==> src/rtl/simd_alu_pipe.sv <==
`default_nettype none
// ============================================================================
// Module      : simd_alu_pipe
// Description : Two-stage pipelined SIMD ALU with N independent unsigned
//               lanes of L bits. Supports NOP/ADD/SUB/MUL/SMUL/THR/CMP/MAC
//               with optional per-beat saturation and per-lane
//               accumulators for MAC. Valid/ready handshaking on both sides.
//
// Ports       : clk, rst (async, active-high)
//               in_valid / in_ready / op[2:0] / sat / a[W-1:0] / b[W-1:0]
//               acc_clr      - synchronous clear of all lane accumulators
//               out_valid / out_ready / c[W-1:0]
//
// Revision    : 1.0 - initial release
// ============================================================================
module simd_alu_pipe #(
    parameter int N = 4,
    parameter int L = 16
) (
    input  logic             clk,
    input  logic             rst,
    input  logic             in_valid,
    output logic             in_ready,
    input  logic [2:0]       op,
    input  logic             sat,
    input  logic [N*L-1:0]   a,
    input  logic [N*L-1:0]   b,
    input  logic             acc_clr,
    output logic             out_valid,
    input  logic             out_ready,
    output logic [N*L-1:0]   c
);

    localparam int W = N * L;

    localparam logic [2:0] c_op_nop  = 3'd0;
    localparam logic [2:0] c_op_add  = 3'd1;
    localparam logic [2:0] c_op_sub  = 3'd2;
    localparam logic [2:0] c_op_mul  = 3'd3;
    localparam logic [2:0] c_op_smul = 3'd4;
    localparam logic [2:0] c_op_thr  = 3'd5;
    localparam logic [2:0] c_op_cmp  = 3'd6;
    localparam logic [2:0] c_op_mac  = 3'd7;

    localparam logic [L-1:0] c_lane_max  = {L{1'b1}};
    localparam logic [L-1:0] c_lane_zero = {L{1'b0}};
    localparam logic [L-1:0] c_lane_one  = {{(L-1){1'b0}}, 1'b1};

    // Stage 1: captured operand beat
    logic           r_s1_valid;
    logic [2:0]     r_s1_op;
    logic           r_s1_sat;
    logic [W-1:0]   r_s1_a;
    logic [W-1:0]   r_s1_b;

    // Stage 2: registered result
    logic           r_s2_valid;
    logic [W-1:0]   r_c;

    logic           w_advance;
    logic           w_mac_upd;
    logic [L-1:0]   w_s;
    logic [W-1:0]   w_res;

    // Both stages move together; the pipe only stalls when a result is
    // sitting at the output and downstream refuses it.
    assign w_advance = !r_s2_valid || out_ready;
    assign in_ready  = w_advance;
    assign out_valid = r_s2_valid;
    assign c         = r_c;

    assign w_s       = r_s1_b[L-1:0];
    assign w_mac_upd = w_advance && r_s1_valid && (r_s1_op == c_op_mac);

    always_ff @(posedge clk or posedge rst) begin
        if (rst) begin
            r_s1_valid <= 1'b0;
            r_s1_op    <= c_op_nop;
            r_s1_sat   <= 1'b0;
            r_s1_a     <= '0;
            r_s1_b     <= '0;
            r_s2_valid <= 1'b0;
            r_c        <= '0;
        end else if (w_advance) begin
            r_s1_valid <= in_valid;
            r_s1_op    <= op;
            r_s1_sat   <= sat;
            r_s1_a     <= a;
            r_s1_b     <= b;
            r_s2_valid <= r_s1_valid;
            // Bubbles leave the previous result on c.
            if (r_s1_valid) begin
                r_c <= w_res;
            end
        end
    end

    genvar gi;
    generate
        for (gi = 0; gi < N; gi++) begin : g_lane
            logic [L-1:0]   w_la;
            logic [L-1:0]   w_lb;
            logic [L-1:0]   w_mb;
            logic [L-1:0]   w_acc_src;
            logic [L-1:0]   w_lane_res;
            logic [L:0]     w_sum;
            logic [L:0]     w_dif;
            logic [2*L-1:0] w_prod;
            logic [2*L:0]   w_mac;
            logic [L-1:0]   r_acc;

            assign w_la = r_s1_a[gi*L +: L];
            assign w_lb = r_s1_b[gi*L +: L];
            // One shared multiplier per lane serves MUL, SMUL and MAC.
            assign w_mb = (r_s1_op == c_op_smul) ? w_s : w_lb;

            // A clear coinciding with a MAC makes that MAC start from zero.
            assign w_acc_src = acc_clr ? c_lane_zero : r_acc;

            assign w_sum  = {1'b0, w_la} + {1'b0, w_lb};
            // Bit L of the difference is the borrow out.
            assign w_dif  = {1'b0, w_la} - {1'b0, w_lb};
            assign w_prod = {{L{1'b0}}, w_la} * {{L{1'b0}}, w_mb};
            assign w_mac  = {1'b0, w_prod} + {{(L+1){1'b0}}, w_acc_src};

            always_comb begin
                w_lane_res = w_la;
                case (r_s1_op)
                    c_op_nop:  w_lane_res = w_la;
                    c_op_add:  w_lane_res = (r_s1_sat && w_sum[L]) ? c_lane_max : w_sum[L-1:0];
                    c_op_sub:  w_lane_res = (r_s1_sat && w_dif[L]) ? c_lane_zero : w_dif[L-1:0];
                    c_op_mul,
                    c_op_smul: w_lane_res = (r_s1_sat && (|w_prod[2*L-1:L])) ? c_lane_max : w_prod[L-1:0];
                    c_op_thr:  w_lane_res = (w_la > w_s) ? w_la : w_s;
                    c_op_cmp:  w_lane_res = (w_la > w_s) ? c_lane_one : c_lane_zero;
                    c_op_mac:  w_lane_res = (r_s1_sat && (|w_mac[2*L:L])) ? c_lane_max : w_mac[L-1:0];
                    default:   w_lane_res = w_la;
                endcase
            end

            assign w_res[gi*L +: L] = w_lane_res;

            // Updated as the MAC leaves S1, so a following MAC already in S1
            // sees the new value on the next cycle.
            always_ff @(posedge clk or posedge rst) begin
                if (rst) begin
                    r_acc <= '0;
                end else if (acc_clr) begin
                    r_acc <= '0;
                end else if (w_mac_upd) begin
                    r_acc <= w_lane_res;
                end
            end
        end
    endgenerate

endmodule
`default_nettype wire

==> config.mk <==
export PLATFORM = sky130hd
export DESIGN_NAME = simd_alu_pipe
export DESIGN_NICKNAME = d
export VERILOG_FILES = /design/src/rtl/simd_alu_pipe.sv
export SDC_FILE = /design/constraint.sdc
export NUM_CORES = 2
export LEC_CHECK = 0
export CAP_MARGIN = 5
export CORE_ASPECT_RATIO = 0.7
export CORE_MARGIN = 5
export CORE_UTILIZATION = 58
export DETAILED_ROUTE_END_ITERATION = 10
export GPL_TIMING_DRIVEN = 0
export PLACE_DENSITY = 0.86
export SKIP_LAST_GASP = 1
export SYNTH_ARGS = -nofsm -noshare
export SYNTH_HDL_FRONTEND = slang
export SYNTH_SLANG_ARGS = --single-unit
==> constraint.sdc <==
create_clock -name clk -period 8.9 [get_ports clk]
set_input_delay 1.335 -clock clk [delete_from_list [all_inputs] [get_ports clk]]
set_output_delay 1.335 -clock clk [all_outputs]
set_load 0.05 [all_outputs]
==> impl_metrics.env <==
export IMPL_ys_types=98
export IMPL_antenna_found_initial=17
export IMPL_status="finished, violations left"
export IMPL_min_delay_start="c[23]"
export IMPL_async_reset_ff_frac=1.00
export IMPL_globalRoute_totalOverflow=0
export IMPL_regToRegEndpoint="g_lane[2].r_acc[2]"
export IMPL_root_buffer="clkbuf_16"
export IMPL_drtPass1Iterations=9
export IMPL_netlist_instances=7204
export IMPL_max_cap_violations=1
export IMPL_post_place_ws_ns=-4.10
export IMPL_syn_mean_instance_area_um2=8.35
export IMPL_htreeDepth=1
export IMPL_area_growth_pct=18.2
export IMPL_startpoint_type="flip-flop"
export IMPL_worst_pin_slew_ns=1.50
export IMPL_top_usage_layer="met1"
export IMPL_use_met1=0.645
export IMPL_critPathTopFamily="adder cells"
export IMPL_vias=59500
export IMPL_hold_depth=2
export IMPL_rsz0062_at_grt="true"
export IMPL_vias_per_cell=6.58
export IMPL_layout_nets=9248
export IMPL_relSlewSlack=-0.00276
export IMPL_cp_common_cell="fa_1"
export IMPL_synth_edf_count=0
export IMPL_critPathArrivalTime_ns=10.32
export IMPL_grt_pass1_wl_mm=376
export IMPL_cts_tree="yes"
export IMPL_grt_use_met3=0.197
export IMPL_synth_nets=8785
export IMPL_hp_class="flip-flop to flip-flop"
export IMPL_final_util=0.694
export IMPL_multiInputGateArea_um2=51600
export IMPL_die_area_um2=110000
export IMPL_synth_mux_area_frac=0.0229
export IMPL_ant_nets=0
export IMPL_yosys_warnings=0
export IMPL_syn_area_um2=60200
export IMPL_met2_usage=0.605
export IMPL_core_area_um2=103000
export IMPL_path_max_fanout=6
export IMPL_cts_buffers=31
export IMPL_reg2reg_slack_ns=-0.92
export IMPL_rows=98
export IMPL_synthAdderAreaFrac=0.399
export IMPL_violations="max-capacitance violations, max-slew violations, negative setup slack"
export IMPL_io_buffers=201
export IMPL_r2r_cells=43
export IMPL_setup_tns_final_ns=-58.80
export IMPL_critical_path_slowest_cell="fa_1"
export IMPL_synth_area_leaders="fa_1 (26%), ha_1 (14%), dfrtp_1 (11%)"
export IMPL_initial_core_util=0.587
export IMPL_maxSlewViolCount=10
export IMPL_grt_max_degree=120
export IMPL_synth_simple_area_share=0.189
export IMPL_netlist_top_cell_by_area="fa_1"
export IMPL_fillers=7880
export IMPL_drt_iter0_markers=8159
export IMPL_synthXorXnorAreaFrac=0.0344
export IMPL_post_route_period_util=1.10
export IMPL_yosysSeqAreaShare=0.109
export IMPL_reg2reg_from="r_s1_op[0]"
export IMPL_worstSetupEndpointType="flip-flop"
export IMPL_critPathKind="flip-flop to flip-flop"
export IMPL_cts_reportedPaths_clkPinSlew_ns=0.07
export IMPL_crit_path_max_incr_delay_ns=0.55
export IMPL_die_h_um=279
export IMPL_max_freq_mhz=102
export IMPL_grt_pass1_vias=57800
export IMPL_mostFrequentLayoutCell="inv_1"
export IMPL_track_usage=0.454
export IMPL_fin_skew_ns=0.0257
export IMPL_hpwlAfterDp_mm=201
export IMPL_min_to="c[23]"
export IMPL_drt_wl_total_mm=259
export IMPL_gp_congestion=1.04
export IMPL_drive_gt1_frac=0.134
export IMPL_synthFlopType="dfrtp_1"
export IMPL_clk_latency_ns=0.67
export IMPL_seq_area_um2=6590
export IMPL_timing_final_crit_period_ns=9.82
export IMPL_boundaryPins=203
export IMPL_yosysTopAreaCellShare=0.262
export IMPL_hold_viol=0
export IMPL_fp_dieW_um=395
export IMPL_final_cell_mix="inv_1 (1002), fa_1 (779), nand2_1 (774), ha_1 (614), and2_1 (563)"
export IMPL_critPathBufInv=12
export IMPL_worst_slack_ns=-0.920
export IMPL_synth_top_family_by_area="adder cells"
export IMPL_setup_viol=96
export IMPL_cts_buffer_depth=3
export IMPL_clock_sinks=262
export IMPL_synth_compound_area_frac=0.158
export IMPL_synth_seq_cells=262
export IMPL_required_ns=9.40
export IMPL_drt_wirelength_per_cell_um=28.6
export IMPL_drc=0
## worst min-delay path: stages, from the launching register on
cell,delay [ns]
dfrtp_1,0.34
nand2_1,0.05
o21ai_1,0.06
## worst max path at each step
stage / slack, ns / startpoint / cells past startpoint / end
finish: -0.92 / r_s1_op[0] / 43 / g_lane[2].r_acc[2]
global placement: -4.06 / r_s1_b[5] / 34 / c[23]
detailed placement: -4.10 / r_s1_b[6] / 33 / c[23]
global route: -1.03 / r_s1_op[1] / 42 / g_lane[2].r_acc[2]
CTS: -0.68 / r_s1_op[0] / 40 / c[27]
floorplan: 0.005 / r_s1_op[1] / 41 / c[27]
## cell families (layout without fill, tap and decap cells)
logic type	Yosys count	count (layout)
AND/OR/NAND/NOR	2277	2278
AO/OA/AOI/OAI	1452	1452
adder cells (fa/ha/maj)	1444	1444
buffers and inverters	1406	1890
flip-flops	262	262
XOR/XNOR	236	236
multiplexers	127	127
other	0	12
## cell usage after synthesis, types with 89 or more instances
cell / count
inv_1: 1029
nand2_1: 793
fa_1: 788
ha_1: 656
and2_1: 566
nor2_1: 356
o21ai_0: 355
a21oi_1: 353
clkbuf_1: 324
dfrtp_1: 262
xnor2_1: 165
a21o_1: 132
nor2b_1: 95
nor3_1: 90
a211oi_1: 89
## registers in the layout, indices dropped and copies added (netlist names)
signal and flops:
c 64, g_lane.r_acc 64, r_s1_a 64, r_s1_b 64, r_s1_op 3, out_valid 1, r_s1_sat 1, r_s1_valid 1
## per-layer routing
metal | vias up | share of wire
li1 | 24800 | -
met1 | 29300 | 0.40
met2 | 4652 | 0.38
met3 | 826 | 0.17
met4 | 18 | 0.054
met5 | - | 0.00097
## timing repair
item	in CTS	in global routing
resized for setup	660	299
hold buffers	0	0
gates cloned	9	2
setup buffers	142	92
pin swaps	214	149
endpoints found under the hold margin	0	0
endpoints found under the setup margin	128	128
## final cells by class
type | count | share of cell area
tap | 1350 | 0.0237
antenna | 12 | 0.000422
sequential | 262 | 0.0927
buffer | 358 | 0.0271
timing repair buffer | 445 | 0.0612
clock inverter | 17 | 0.00274
multi-input combinational | 5537 | 0.725
inverter | 1032 | 0.0554
clock buffer | 38 | 0.0118
## through the flow
| stage | hold slack [ns] | instances | area (um^2) |
|---|---|---|---|
| 2_1_floorplan | 0.467 | 7204 | 60300 |
| 3_3_place_gp | 0.461 | 8755 | 64000 |
| 3_5_place_dp | 0.469 | 8758 | 64100 |
| 4_1_cts | 0.484 | 8951 | 69200 |
| 5_1_grt | 0.501 | 9040 | 71100 |
| 6_report | 0.485 | 9051 | 71100 |
Power is not shown: default switching activity piles up to over one toggle a cycle in this logic, so the estimate is an artifact.
